<file path="src/rtl/hex_display_arbiter_if.sv">
`default_nettype none
// +------------------------------------------------------------------+
// | hex_display_arbiter_if                                           |
// | Request/ack and display bus between game logic and the arbiter.  |
// | Revision: 1.0                                                    |
// +------------------------------------------------------------------+
interface hex_display_arbiter_if;
  logic        alert_req;
  logic [15:0] alert_data;
  logic        alert_ack;
  logic        move_req;
  logic [15:0] move_data;
  logic        move_ack;
  logic [15:0] clock_data;
  logic [3:0]  clock_mask;
  logic [15:0] digits;
  logic [3:0]  digit_en;
  logic [1:0]  source;

  modport slave (
    input  alert_req, alert_data, move_req, move_data, clock_data, clock_mask,
    output alert_ack, move_ack, digits, digit_en, source
  );

  modport master (
    output alert_req, alert_data, move_req, move_data, clock_data, clock_mask,
    input  alert_ack, move_ack, digits, digit_en, source
  );
endinterface
`default_nettype wire

</file>
<file path="src/rtl/hex_display_arbiter.sv">
`default_nettype none
// +------------------------------------------------------------------+
// | hex_display_arbiter                                              |
// | Shares four hex digits among alert, move readout and game clock. |
// | Revision: 1.0                                                    |
// +------------------------------------------------------------------+
module hex_display_arbiter #(
  parameter int HOLD_CYCLES  = 50_000_000,
  parameter int BLINK_CYCLES = 12_500_000
) (
  input  logic                  clk,
  input  logic                  reset,
  hex_display_arbiter_if.slave  bus
);

  localparam int HOLD_W  = (HOLD_CYCLES  > 1) ? $clog2(HOLD_CYCLES)  : 1;
  localparam int BLINK_W = (BLINK_CYCLES > 1) ? $clog2(BLINK_CYCLES) : 1;
  localparam logic [HOLD_W-1:0]  HOLD_RELOAD  = HOLD_W'(HOLD_CYCLES - 1);
  localparam logic [BLINK_W-1:0] BLINK_RELOAD = BLINK_W'(BLINK_CYCLES - 1);
  localparam logic [1:0] SRC_CLOCK = 2'b00;
  localparam logic [1:0] SRC_MOVE  = 2'b01;
  localparam logic [1:0] SRC_ALERT = 2'b10;

  typedef enum logic [1:0] {
    IDLE       = 2'd0,
    SHOW_MOVE  = 2'd1,
    SHOW_ALERT = 2'd2
  } state_t;

  state_t               state_q,     state_d;
  logic [HOLD_W-1:0]    hold_q,      hold_d;
  logic [BLINK_W-1:0]   blink_q,     blink_d;
  logic                 visible_q,   visible_d;
  logic [15:0]          digits_q,    digits_d;
  logic [3:0]           digit_en_q,  digit_en_d;
  logic [1:0]           source_q,    source_d;
  logic                 alert_ack_q, alert_ack_d;
  logic                 move_ack_q,  move_ack_d;

  logic alert_elig;
  logic move_elig;
  logic grant_alert;
  logic grant_move;
  logic show_clock;

  // A request seen while its own ack is out belongs to the transaction just granted.
  assign alert_elig = bus.alert_req & ~alert_ack_q;
  assign move_elig  = bus.move_req  & ~move_ack_q;

  always_comb begin
    state_d     = state_q;
    hold_d      = hold_q;
    blink_d     = blink_q;
    visible_d   = visible_q;
    digits_d    = digits_q;
    digit_en_d  = digit_en_q;
    source_d    = source_q;
    alert_ack_d = 1'b0;
    move_ack_d  = 1'b0;
    grant_alert = 1'b0;
    grant_move  = 1'b0;
    show_clock  = 1'b0;

    unique case (state_q)
      IDLE: begin
        if (alert_elig)     grant_alert = 1'b1;
        else if (move_elig) grant_move  = 1'b1;
        else                show_clock  = 1'b1;
      end
      SHOW_MOVE: begin
        if (alert_elig) begin
          grant_alert = 1'b1;
        end else if (hold_q == '0) begin
          if (move_elig) grant_move = 1'b1;
          else           show_clock = 1'b1;
        end else begin
          hold_d = hold_q - 1'b1;
        end
      end
      SHOW_ALERT: begin
        if (hold_q == '0) begin
          if (alert_elig)     grant_alert = 1'b1;
          else if (move_elig) grant_move  = 1'b1;
          else                show_clock  = 1'b1;
        end else begin
          hold_d = hold_q - 1'b1;
          if (blink_q == '0) begin
            visible_d  = ~visible_q;
            blink_d    = BLINK_RELOAD;
            digit_en_d = visible_q ? 4'b0000 : 4'b1111;
          end else begin
            blink_d = blink_q - 1'b1;
          end
        end
      end
      default: show_clock = 1'b1;
    endcase

    if (grant_alert) begin
      state_d     = SHOW_ALERT;
      digits_d    = bus.alert_data;
      alert_ack_d = 1'b1;
      source_d    = SRC_ALERT;
    end else if (grant_move) begin
      state_d     = SHOW_MOVE;
      digits_d    = bus.move_data;
      move_ack_d  = 1'b1;
      source_d    = SRC_MOVE;
    end else if (show_clock) begin
      state_d     = IDLE;
      digits_d    = bus.clock_data;
      digit_en_d  = bus.clock_mask;
      source_d    = SRC_CLOCK;
      hold_d      = '0;
      blink_d     = '0;
      visible_d   = 1'b1;
    end

    // Every grant restarts the hold and the blink from a visible phase.
    if (grant_alert || grant_move) begin
      hold_d     = HOLD_RELOAD;
      blink_d    = BLINK_RELOAD;
      visible_d  = 1'b1;
      digit_en_d = 4'b1111;
    end
  end

  always_ff @(posedge clk) begin
    if (reset) begin
      state_q     <= IDLE;
      hold_q      <= '0;
      blink_q     <= '0;
      visible_q   <= 1'b1;
      digits_q    <= '0;
      digit_en_q  <= 4'b0000;
      source_q    <= SRC_CLOCK;
      alert_ack_q <= 1'b0;
      move_ack_q  <= 1'b0;
    end else begin
      state_q     <= state_d;
      hold_q      <= hold_d;
      blink_q     <= blink_d;
      visible_q   <= visible_d;
      digits_q    <= digits_d;
      digit_en_q  <= digit_en_d;
      source_q    <= source_d;
      alert_ack_q <= alert_ack_d;
      move_ack_q  <= move_ack_d;
    end
  end

  assign bus.digits    = digits_q;
  assign bus.digit_en  = digit_en_q;
  assign bus.source    = source_q;
  assign bus.alert_ack = alert_ack_q;
  assign bus.move_ack  = move_ack_q;

endmodule
`default_nettype wire
</file>
<file path="src/flat_wrapper.sv">
// flat-port wrapper written by rule: the top's interface ports become plain ports
module hex_display_arbiter_flat 
#(
  parameter int HOLD_CYCLES  = 50_000_000,
  parameter int BLINK_CYCLES = 12_500_000
)
  (clk, reset, bus_alert_req, bus_alert_data, bus_move_req, bus_move_data, bus_clock_data, bus_clock_mask, bus_alert_ack, bus_move_ack, bus_digits, bus_digit_en, bus_source);
  hex_display_arbiter_if bus_i ();
  input  logic clk;
  input  logic reset;
  input wire logic [$bits(bus_i.alert_req)-1:0] bus_alert_req;
  input wire logic [$bits(bus_i.alert_data)-1:0] bus_alert_data;
  input wire logic [$bits(bus_i.move_req)-1:0] bus_move_req;
  input wire logic [$bits(bus_i.move_data)-1:0] bus_move_data;
  input wire logic [$bits(bus_i.clock_data)-1:0] bus_clock_data;
  input wire logic [$bits(bus_i.clock_mask)-1:0] bus_clock_mask;
  output wire logic [$bits(bus_i.alert_ack)-1:0] bus_alert_ack;
  output wire logic [$bits(bus_i.move_ack)-1:0] bus_move_ack;
  output wire logic [$bits(bus_i.digits)-1:0] bus_digits;
  output wire logic [$bits(bus_i.digit_en)-1:0] bus_digit_en;
  output wire logic [$bits(bus_i.source)-1:0] bus_source;
  assign bus_i.alert_req = bus_alert_req;
  assign bus_i.alert_data = bus_alert_data;
  assign bus_i.move_req = bus_move_req;
  assign bus_i.move_data = bus_move_data;
  assign bus_i.clock_data = bus_clock_data;
  assign bus_i.clock_mask = bus_clock_mask;
  assign bus_alert_ack = bus_i.alert_ack;
  assign bus_move_ack = bus_i.move_ack;
  assign bus_digits = bus_i.digits;
  assign bus_digit_en = bus_i.digit_en;
  assign bus_source = bus_i.source;
  hex_display_arbiter #(.HOLD_CYCLES(HOLD_CYCLES), .BLINK_CYCLES(BLINK_CYCLES)) u_core (.clk(clk), .reset(reset), .bus(bus_i));
endmodule
</file>
<file path="config.mk">
export PLATFORM = sky130hd
export DESIGN_NAME = hex_display_arbiter_flat
export DESIGN_NICKNAME = d
export VERILOG_FILES = /design/src/rtl/hex_display_arbiter_if.sv /design/src/rtl/hex_display_arbiter.sv /design/src/flat_wrapper.sv
export SDC_FILE = /design/constraint.sdc
export NUM_CORES = 1
export LEC_CHECK = 0
export ABC_AREA = 0
export ABC_CLOCK_PERIOD_IN_PS = 5800
export CAP_MARGIN = 20
export CORE_MARGIN = 3
export CORE_UTILIZATION = 30
export DETAILED_ROUTE_END_ITERATION = 8
export GPL_ROUTABILITY_DRIVEN = 0
export MAX_ROUTING_LAYER = met4
export PLACE_DENSITY_LB_ADDON = 0.1
export SYNTH_ARGS = -nofsm -noshare
export SYNTH_HDL_FRONTEND = slang
export SYNTH_SLANG_ARGS = --single-unit
</file>
<file path="constraint.sdc">
create_clock -name clk -period 5.8 [get_ports clk]
set_input_delay 1.16 -clock clk [delete_from_list [all_inputs] [get_ports clk]]
set_output_delay 1.16 -clock clk [all_outputs]
set_load 0.01 [all_outputs]
</file>
After elaboration in Yosys (flattened, before gate mapping)

Index checks and enable logic that the tools add are counted.

Output and inout port bits: 24
Bits of input ports: 56
Logic and storage cells: 80
Register bits: 75

Bitwise operators: 5
Multiplexer cells: 51
Eq/ne operators: 2
$add $sub $neg: 2
Reduce and logical (&&, ||, !) cells: 9

Operators by type and width:

| kind                    | number |
|---|---|
| $mux W24                | 7 |
| $mux W26                | 6 |
| $pmux W26 S2            | 1 |
| $mux W16                | 3 |
| $mux W4                 | 8 |
| $logic_not A26 Y1       | 1 |
| $sub A26 B1 Y26 const B | 1 |
| $logic_not A24 Y1       | 1 |
| $sub A24 B1 Y24 const B | 1 |
| $mux W1                 | 20 |
| $mux W2                 | 3 |
| $pmux W1 S3             | 2 |
| $reduce_or A2 Y1        | 3 |
| $not A1 Y1              | 3 |
| $reduce_bool A3 Y1      | 1 |
| $and A1 B1 Y1           | 2 |
| $eq A2 B1 Y1 const B    | 1 |
| $eq A2 B2 Y1 const B    | 1 |
| $logic_not A2 Y1        | 1 |
| $pmux W1 S2             | 1 |
| $reduce_bool A2 Y1      | 1 |
| $logic_or A1 B1 Y1      | 1 |

Logic depth before layout (Yosys ltp)

Gate-level depths: netlist (run 1).

Depth after elaboration: 10
Depth in mapped cells: 11
Mapped depth without buffers: 8

Least setup slack after synthesis (run 1)

Ideal clock, no wire load.

Path kind: input-to-reg
From: in bus_alert_req
To: reg u_core.digits_q[0] (netlist: u_core.bus.digits[0])
Setup slack: 2.847 ns
Buffers on the path: 2
Stages: 8
Arrival time: 2.861 ns
Setup time: 0.092 ns
Required time: 5.708 ns
Cells stage by stage: nor2b_1 > nor3_1 > nor2_1 > a211o_1 > buf_6 > a21o_4 > buf_6 > o32ai_1

Longest elaborated chain between the ends: 6
Elaborated cells on any way between the ends: 15
Those cells by class: mux: 13; bitwise: 1; reduce/logical: 1

RTL lines:

| what                   | RTL line                   | RTL |
|---|---|---|
| start: declaration     | flat_wrapper.sv:11         | `input wire logic [$bits(bus_i.alert_req)-1:0] bus_alert_req;` |
| $and A1 B1 Y1 (*)      | hex_display_arbiter.sv:47  | `assign alert_elig = bus.alert_req & ~alert_ack_q;` |
| $mux W1                | hex_display_arbiter.sv:66  | `if (alert_elig) grant_alert = 1'b1;` |
| $mux W1                | hex_display_arbiter.sv:81  | `if (hold_q == '0) begin` |
| $pmux W1 S3            | hex_display_arbiter.sv:64  | `unique case (state_q)` |
| $mux W16               | hex_display_arbiter.sv:104 | `end else if (grant_move) begin` |
| $mux W16               | hex_display_arbiter.sv:99  | `if (grant_alert) begin` |
| end signal: assignment | hex_display_arbiter.sv:144 | `digits_q <= digits_d;` |
| end: declaration       | hex_display_arbiter.sv:34  | `logic [15:0] digits_q, digits_d;` |

Every way passes the cells marked *; elsewhere a longest branch is shown, timed or not.
A chain may end at the register's enable or synchronous reset.

Worst setup path in the final report (run 1)

From: reg u_core.hold_q[0]
To: reg u_core.hold_q[23]

Longest elaborated chain between the ends: 8
Elaborated cells on any way between the ends: 20
Those cells by class: add/sub: 1; mux: 17; reduce/logical: 2

RTL lines:

| what                                                 | RTL line                                             | RTL |
|---|---|---|
| start: declaration                                   | hex_display_arbiter.sv:31                            | `logic [HOLD_W-1:0] hold_q, hold_d;` |
| start signal: assignment                             | hex_display_arbiter.sv:141                           | `hold_q <= hold_d;` |
| $sub A26 B1 Y26 or $logic_not A26 Y1 (tied branches) | -                                                    |  |
| $mux W26 or $mux W1 (tied branches)                  | hex_display_arbiter.sv:73, hex_display_arbiter.sv:81 |  |
| $mux W26 or $mux W1 (tied branches)                  | hex_display_arbiter.sv:71                            | `if (alert_elig) begin` |
| $pmux W26 S2 or $pmux W1 S3 (tied branches)          | hex_display_arbiter.sv:64                            |  |
| $mux W26                                             | hex_display_arbiter.sv:109                           | `end else if (show_clock) begin` |
| $mux W26                                             | hex_display_arbiter.sv:104                           |  |
| $mux W26                                             | hex_display_arbiter.sv:99                            |  |
| $mux W26 (*)                                         | hex_display_arbiter.sv:120                           | `if (grant_alert \|\| grant_move) begin` |

Marks and branches as above.

==> results.json, run 1 <==
{
  "status": "finished clean",
  "r2r-end": "u_core.hold_q[23]$_SDFF_PP0_",
  "drt_iter0_drc": 246,
  "grt.overflow.total": 0,
  "setup.worst_path.end_class": "register",
  "regArea_mm2": 0.001501,
  "critPathLaunchType": "register",
  "cts_hold_buf": 0,
  "multi_input_area_mm2": 0.002375,
  "num_vias": 4050,
  "dpl.hpwl_um": 8560,
  "leakagePower_uw": 0.001801,
  "grt_pass1_wl_um": 20110,
  "ys_seq_area_share_pct": 36.42,
  "internal-power_uw": 1210,
  "fin_nets": 635,
  "finalCritPeriodShare_pct": 65.78,
  "power.share.clock_pct": 30.0,
  "routed_wl_um": 12320,
  "grt_pass1_vias": 3990,
  "pin_count": 80,
  "post-cts-setup-buffer-count": 0,
  "fin_crit_ns": 3.816,
  "cpPeakStageDelay_ns": 0.64,
  "clk_latency_ns": 0.35,
  "synthAdderAreaFrac_pct": 2.124,
  "crit_slowest_cell": "a41o_1",
  "core_area_mm2": 0.01335,
  "r2r_start": "u_core.hold_q[0]$_SDFF_PP0_",
  "drive_gt1_share_pct": 6.412,
  "clkTransAtPathRegs_ns": 0.06,
  "hold_class": "reg2reg",
  "setup_viol": 0,
  "initial_utilization_pct": 30.89,
  "yosys.area_share.xor_xnor_pct": 4.674,
  "switching_power_uw": 696.3,
  "grt_usage_pct": 17.40,
  "synthArstFlopShare_pct": 0,
  "crit_fanout": 22,
  "cts_sinks": 75,
  "r2r_cells": 9,
  "clockBufferDepth": 2,
  "finClkSkew_ns": 0.006720,
  "dieArea_mm2": 0.01518,
  "fill_cells": 1415,
  "grt_antenna_before_repair": 0,
  "cts_resized": 0,
  "ir_drop_mv": 0.1482,
  "hold_path_depth": 2,
  "netlist_instances": 506,
  "worst_pin_slew_ns": 0.8413,
  "synth_top_family_by_area": "compound AO/OA/AOI/OAI gates",
  "drc": 0,
  "power_frac_seq_pct": 35.2,
  "r2r_slack_ns": 1.98,
  "required_ns": 5.99,
  "dpl_cell_area_mm2": 0.005041,
  "synth_mux_area_share_pct": 0.7587,
  "final-hold-violation-count": 0,
  "vias_per_cell": 5.378,
  "min-delay-start": "u_core.bus.digits[8]$_SDFFE_PP0P_",
  "clock-root-buffer": "clkbuf_16",
  "yosysWarningCount": 0,
  "syn-num-nets": 569,
  "grt_max_degree": 25,
  "worstPathArrival_ns": 4.01,
  "firstDrtPassIters": 4,
  "slew_headroom_pct": 43.92,
  "ys_seq_elements": 75,
  "p_comb_share_pct": 34.8,
  "swShare_pct": 36.53,
  "final_cells": 753,
  "ant_nets": 0,
  "rows": 42,
  "syn-cell-area_mm2": 0.004123,
  "die_height_um": 123.2,
  "synth_compound_area_share_pct": 27.95,
  "worst_slack_ns": 1.984,
  "slew_viol_final": 0,
  "cts_max_level": 3,
  "post-place-ws_ns": 2.015,
  "max_freq_mhz": 262.1,
  "synth_ff_type": "dfxtp_1",
  "fin_area_mm2": 0.005336,
  "diodes": 0,
  "io_buffers": 79,
  "cts_buffers": 9,
  "path_class": "reg2reg",
  "whs_endpoint": "u_core.bus.digits[8]$_SDFFE_PP0P_",
  "power_density_mw_per_mm2": 357.2,
  "ys_types": 62,
  "drv_cap": 0,
  "dp_cells": 737,
  "drt-wirelength-per-cell_um": 16.36,
  "synth.avg_cell_area_um2": 8.148,
  "area_growth_pct": 29.44,
  "synthSimpleGateAreaFrac_pct": 22.00,
  "synth_edf_count": 0,
  "rsz0062_at_grt": "no",
  "cts_tree": "built",
  "die_x_um": 123.2,
  "setup_tns_ns": 0,
  "critical_path.cell_chain": "inv_1, ha_1, or4b_1, nor3_1, a41o_1, a31oi_2, o21bai_2, buf_4, a31oi_1"
}
## worst max path at each step
stage,cells past startpoint,end,slack (ns),start
3_3_place_gp,9,u_core.hold_q[23]$_SDFF_PP0_,2.10,u_core.hold_q[0]$_SDFF_PP0_
4_1_cts,9,u_core.hold_q[25]$_SDFF_PP0_,2.00,u_core.hold_q[0]$_SDFF_PP0_
2_1_floorplan,8,u_core.bus.digits[0]$_SDFFE_PP0P_,2.85,bus_alert_req
3_5_place_dp,9,u_core.hold_q[23]$_SDFF_PP0_,2.01,u_core.hold_q[0]$_SDFF_PP0_
6_report,9,u_core.hold_q[23]$_SDFF_PP0_,1.98,u_core.hold_q[0]$_SDFF_PP0_
5_1_grt,9,u_core.hold_q[25]$_SDFF_PP0_,1.68,u_core.hold_q[0]$_SDFF_PP0_
## cell type report
class	instances	area share (%)
Sequential cell	75	28.14
Clock inverter	5	1.172
Clock buffer	11	4.361
Multi-Input combinational cell	373	44.50
Tap cell	176	4.127
Timing Repair Buffer	86	15.80
Inverter	27	1.899
## power by group through the flow
stage / clock, uW / combinational, uW / sequential [uW]
finish: 572 / 664 / 671
global route: 611 / 737 / 682
CTS: 593 / 667 / 670
detailed placement: 0 / 662 / 679
global placement: 0 / 662 / 677
floorplan: 0 / 435 / 679
## cell usage after synthesis (4+ instances only)
master / count / area, um^2
a211oi_1: 24 / 180.2
a21boi_0: 18 / 135.1
a21oi_1: 47 / 235.2
a311oi_1: 4 / 35.03
a31oi_1: 15 / 93.84
buf_2: 11 / 55.05
clkbuf_1: 16 / 60.06
dfxtp_1: 75 / 1501
ha_1: 7 / 87.58
inv_1: 27 / 101.4
nand2_1: 17 / 63.81
nand2b_1: 5 / 31.28
nand3_1: 10 / 50.05
nand4_1: 5 / 31.28
nor2_1: 59 / 221.5
nor3_1: 24 / 120.1
nor4_1: 11 / 68.82
o21ai_0: 20 / 100.1
o32ai_1: 16 / 140.1
or2_2: 4 / 25.02
or4_1: 8 / 60.06
xnor2_1: 18 / 157.7
xor2_1: 4 / 35.03
## logic make-up after synthesis
group | count (synthesis)
AOI/OAI and AO/OA | 170
xor gates and xnor gates | 22
adders and majority gates | 7
and+or+nand+nor | 171
buffers and inverters | 58
DFF | 75
muxes | 3
## critical path, delay by kind of cell (launching register included)
| family | cells | cell delay (ns) |
|---|---|---|
| AO/OA/AOI/OAI | 4 | 1.62 |
| buffers and inverters | 2 | 0.43 |
| flip-flops | 1 | 0.34 |
| AND/OR/NAND/NOR | 2 | 1.07 |
| adder cells (fa/ha/maj) | 1 | 0.18 |
## per-stage QoR
stage                     utilization, %  hold WS [ns]  total power, uW
after floorplan                        -        0.4385             1114
after global placement             37.77        0.4431             1339
after detailed placement           37.77        0.4473             1341
after CTS                          39.98        0.4567             1929
after global routing               39.98        0.4739             2031
final                              39.98        0.4548             1906
## sequential cells by signal, summed over array words and instances, names as in the netlist
| name | cells |
|---|---|
| u_core.blink_q | 24 |
| u_core.bus.alert_ack | 1 |
| u_core.bus.digit_en | 4 |
| u_core.bus.digits | 16 |
| u_core.bus.move_ack | 1 |
| u_core.bus.source | 1 |
| u_core.hold_q | 26 |
| u_core.state_q | 1 |
| u_core.visible_q | 1 |
## metal layers
metal / part of all wire, % / GRT usage [%]
met3: 5.4 / 3.431
met2: 46 / 27.25
met5: 0 / -
met4: 1.4 / 6.990
met1: 47 / 22.09
## placed cells by master (no fill, tap or decap), types with 4 or more instances in the layout
master and instances:
nand3_1 10, nand2_1 17, a21oi_1 47, o32ai_1 16, a211oi_1 24, nor2_1 59
or4_1 8, xnor2_1 18, nand4_1 5, or2_2 4, ha_1 7, nand2b_1 5
a31oi_1 15, clkdlybuf4s50_1 79, clkbuf_16 9, a311oi_1 4, nor4_1 11, a21boi_0 18
dfxtp_1 75, inv_1 27, nor3_1 24, o21ai_0 20, buf_4 7, xor2_1 4
Power figures use the tool's default switching activity.
==> run 2: changes to the inputs <==
--- a/config.mk
+++ b/config.mk
@@ -6,7 +6,7 @@
 export NUM_CORES = 1
 export LEC_CHECK = 0
 export ABC_AREA = 0
-export ABC_CLOCK_PERIOD_IN_PS = 5800
+export ABC_CLOCK_PERIOD_IN_PS = 3700
 export CAP_MARGIN = 20
 export CORE_MARGIN = 3
 export CORE_UTILIZATION = 30
==> constraint.sdc (replaced) <==
create_clock -name clk -period 3.7 [get_ports clk]
set_input_delay 0.74 -clock clk [delete_from_list [all_inputs] [get_ports clk]]
set_output_delay 0.74 -clock clk [all_outputs]
set_load 0.01 [all_outputs]
==> run 2 against run 1 <==
  * Fmax grew 14%
  * Hold slack gained 0.0023 ns
  * Utilization grew 0.71 points
  * Critical path type unchanged
  * Critical endpoint is now u_core.bus.digits[14]$_SDFFE_PP0P_
  * Largest cell class unchanged
==> results.json, run 2 (synthesis results as in run 1) <==
{
  "io_buffers": 79,
  "status": "finished clean",
  "worst_pin_slew_ns": 0.8622,
  "cts_buffers": 9,
  "final_common_cell": "clkdlybuf4s50_1",
  "pin_count": 80,
  "vias_per_cell": 5.436,
  "clk_latency_ns": 0.35,
  "dieArea_mm2": 0.01518,
  "crit_fanout": 18,
  "hold_class": "reg2reg",
  "slew_viol_final": 0,
  "clockBufferDepth": 2,
  "power_frac_seq_pct": 34.0,
  "drv_cap": 0,
  "slew_headroom_pct": 42.52,
  "critical_path.cell_chain": "inv_1, ha_1, or4b_1, nor3_1, a41o_1, buf_4, and2_1, a211oi_1, o32ai_1",
  "clkTransAtPathRegs_ns": 0.06,
  "largest_reg_flops": 26,
  "r2r_slack_ns": 0.35,
  "final_cell_mix": "clkdlybuf4s50_1 (79), dfxtp_1 (75), nor2_1 (59)",
  "worst-path-buf-inv": 2,
  "finClkSkew_ns": 0.006711,
  "swShare_pct": 35.72,
  "fin_nets": 643,
  "drt-wirelength-per-cell_um": 16.78,
  "dpl.hpwl_um": 8799,
  "cp_top_family": "simple AND/OR/NAND/NOR gates",
  "fin_crit_ns": 3.348,
  "grt_max_degree": 29,
  "clock-root-buffer": "clkbuf_16",
  "rows": 42,
  "rsz0062_at_grt": "no",
  "final-hold-violation-count": 0,
  "cts_max_level": 3,
  "grt_usage_pct": 17.87,
  "path_class": "reg2reg",
  "drc": 0,
  "setup_viol": 0,
  "largest_register": "u_core.hold_q",
  "grt_antenna_before_repair": 0,
  "die_x_um": 123.2,
  "area_growth_pct": 31.75,
  "leakagePower_uw": 0.001856,
  "routed_wl_um": 12770,
  "grt_pass1_wl_um": 20620,
  "setup_tns_ns": 0,
  "finalCritPeriodShare_pct": 90.50,
  "core_area_mm2": 0.01335,
  "cts_resized": 0,
  "cts_hold_buf": 0,
  "ant_nets": 0,
  "max_freq_mhz": 298.6,
  "ir_drop_mv": 0.2447,
  "cts_sinks": 75,
  "die_height_um": 123.2,
  "setup.worst_path.end_class": "register",
  "power.share.clock_pct": 31.1,
  "post-cts-setup-buffer-count": 0,
  "required_ns": 3.95,
  "power_density_mw_per_mm2": 570.0,
  "grt_pass1_vias": 4031,
  "num_vias": 4137,
  "diodes": 0,
  "crit_slowest_cell": "and2_1",
  "p_comb_share_pct": 34.9,
  "cts_tree": "built",
  "drive_gt1_share_pct": 7.863,
  "cpPeakStageDelay_ns": 0.61,
  "drt_iter0_drc": 368,
  "firstDrtPassIters": 5,
  "internal-power_uw": 1990,
  "initial_utilization_pct": 30.89,
  "critPathLaunchType": "register",
  "switching_power_uw": 1106,
  "worstPathArrival_ns": 3.60,
  "grt.overflow.total": 0,
  "hold-worst-slack_ns": 0.4571
}
-- run 2: cell count changes in the layout (fill, tap and decap cells not counted) --
cell	change
buf_12	+1
buf_4	+7
bufinv_16	+1
clkbuf_1	-1
clkinv_2	+1
clkinv_4	-1
-- run 2: path summary, 6_finish.rpt --
path / from / to / depth (start not counted)
max: u_core.hold_q[0]$_SDFF_PP0_ / u_core.bus.digits[14]$_SDFFE_PP0P_ / 9
min: u_core.bus.digits[6]$_SDFFE_PP0P_ / u_core.bus.digits[6]$_SDFFE_PP0P_ / 2
max reg2reg: u_core.hold_q[0]$_SDFF_PP0_ / u_core.bus.digits[14]$_SDFFE_PP0P_ / 9
min reg2reg: u_core.bus.digits[6]$_SDFFE_PP0P_ / u_core.bus.digits[6]$_SDFFE_PP0P_ / 2
-- run 2: per-layer routing --
| metal | GRT usage [%] | vias to the layer above | routed length (um) |
|---|---|---|---|
| li1 | - | 2031 | - |
| met1 | 23.05 | 1966 | 6007 |
| met2 | 27.35 | 122 | 5861 |
| met3 | 4.346 | 18 | 681 |
| met4 | 6.298 | 0 | 220 |
| met5 | - | - | 0 |
-- run 2: final cells by class --
cell class	instances	area (um^2)
flip-flops and latches	75	1501
inverters	27	101.3
well taps	176	220.2
clock buffers	10	229.0
repair buffers	94	915.9
multi-input cells	373	2375
fillers	1395	7916
clock inverters	6	88.84
-- run 2: per-stage QoR --
stage / total power (uW) / setup WS (ns) / cells / area, um^2 / util [%]
CTS: 3118 / 0.3589 / 761 / 5431 / 40.69
global placement: 2130 / 0.4464 / 745 / 5114 / 38.31
detailed placement: 2141 / 0.3712 / 745 / 5114 / 38.31
global route: 3298 / 0.01688 / 761 / 5431 / 40.69
finish: 3096 / 0.3515 / 761 / 5431 / 40.69
floorplan: 1747 / 0.9582 / 506 / 4123 / -
-- run 2: worst min-delay path: stages (launching register included) --
cell	delay, ns
dfxtp_1	0.31
inv_1	0.05
o32ai_1	0.05
-- run 2: power groups by stage --
stage                     logic, uW  clock network, uW  registers [uW]
final                          1080                962            1050
after global routing           1200               1030            1070
after CTS                      1080                985            1050
after detailed placement       1080                  0            1070
after global placement         1070                  0            1060
after floorplan                 682                  0            1060
==> run 3: changes to the inputs <==
--- a/config.mk
+++ b/config.mk
@@ -10,6 +10,7 @@
 export CAP_MARGIN = 20
 export CORE_MARGIN = 3
 export CORE_UTILIZATION = 30
+export CTS_CLUSTER_DIAMETER = 150
 export DETAILED_ROUTE_END_ITERATION = 8
 export GPL_ROUTABILITY_DRIVEN = 0
 export MAX_ROUTING_LAYER = met4
==> results of run 3 <==
Same layout as run 2: the final DEF is identical, and so are final timing and power.
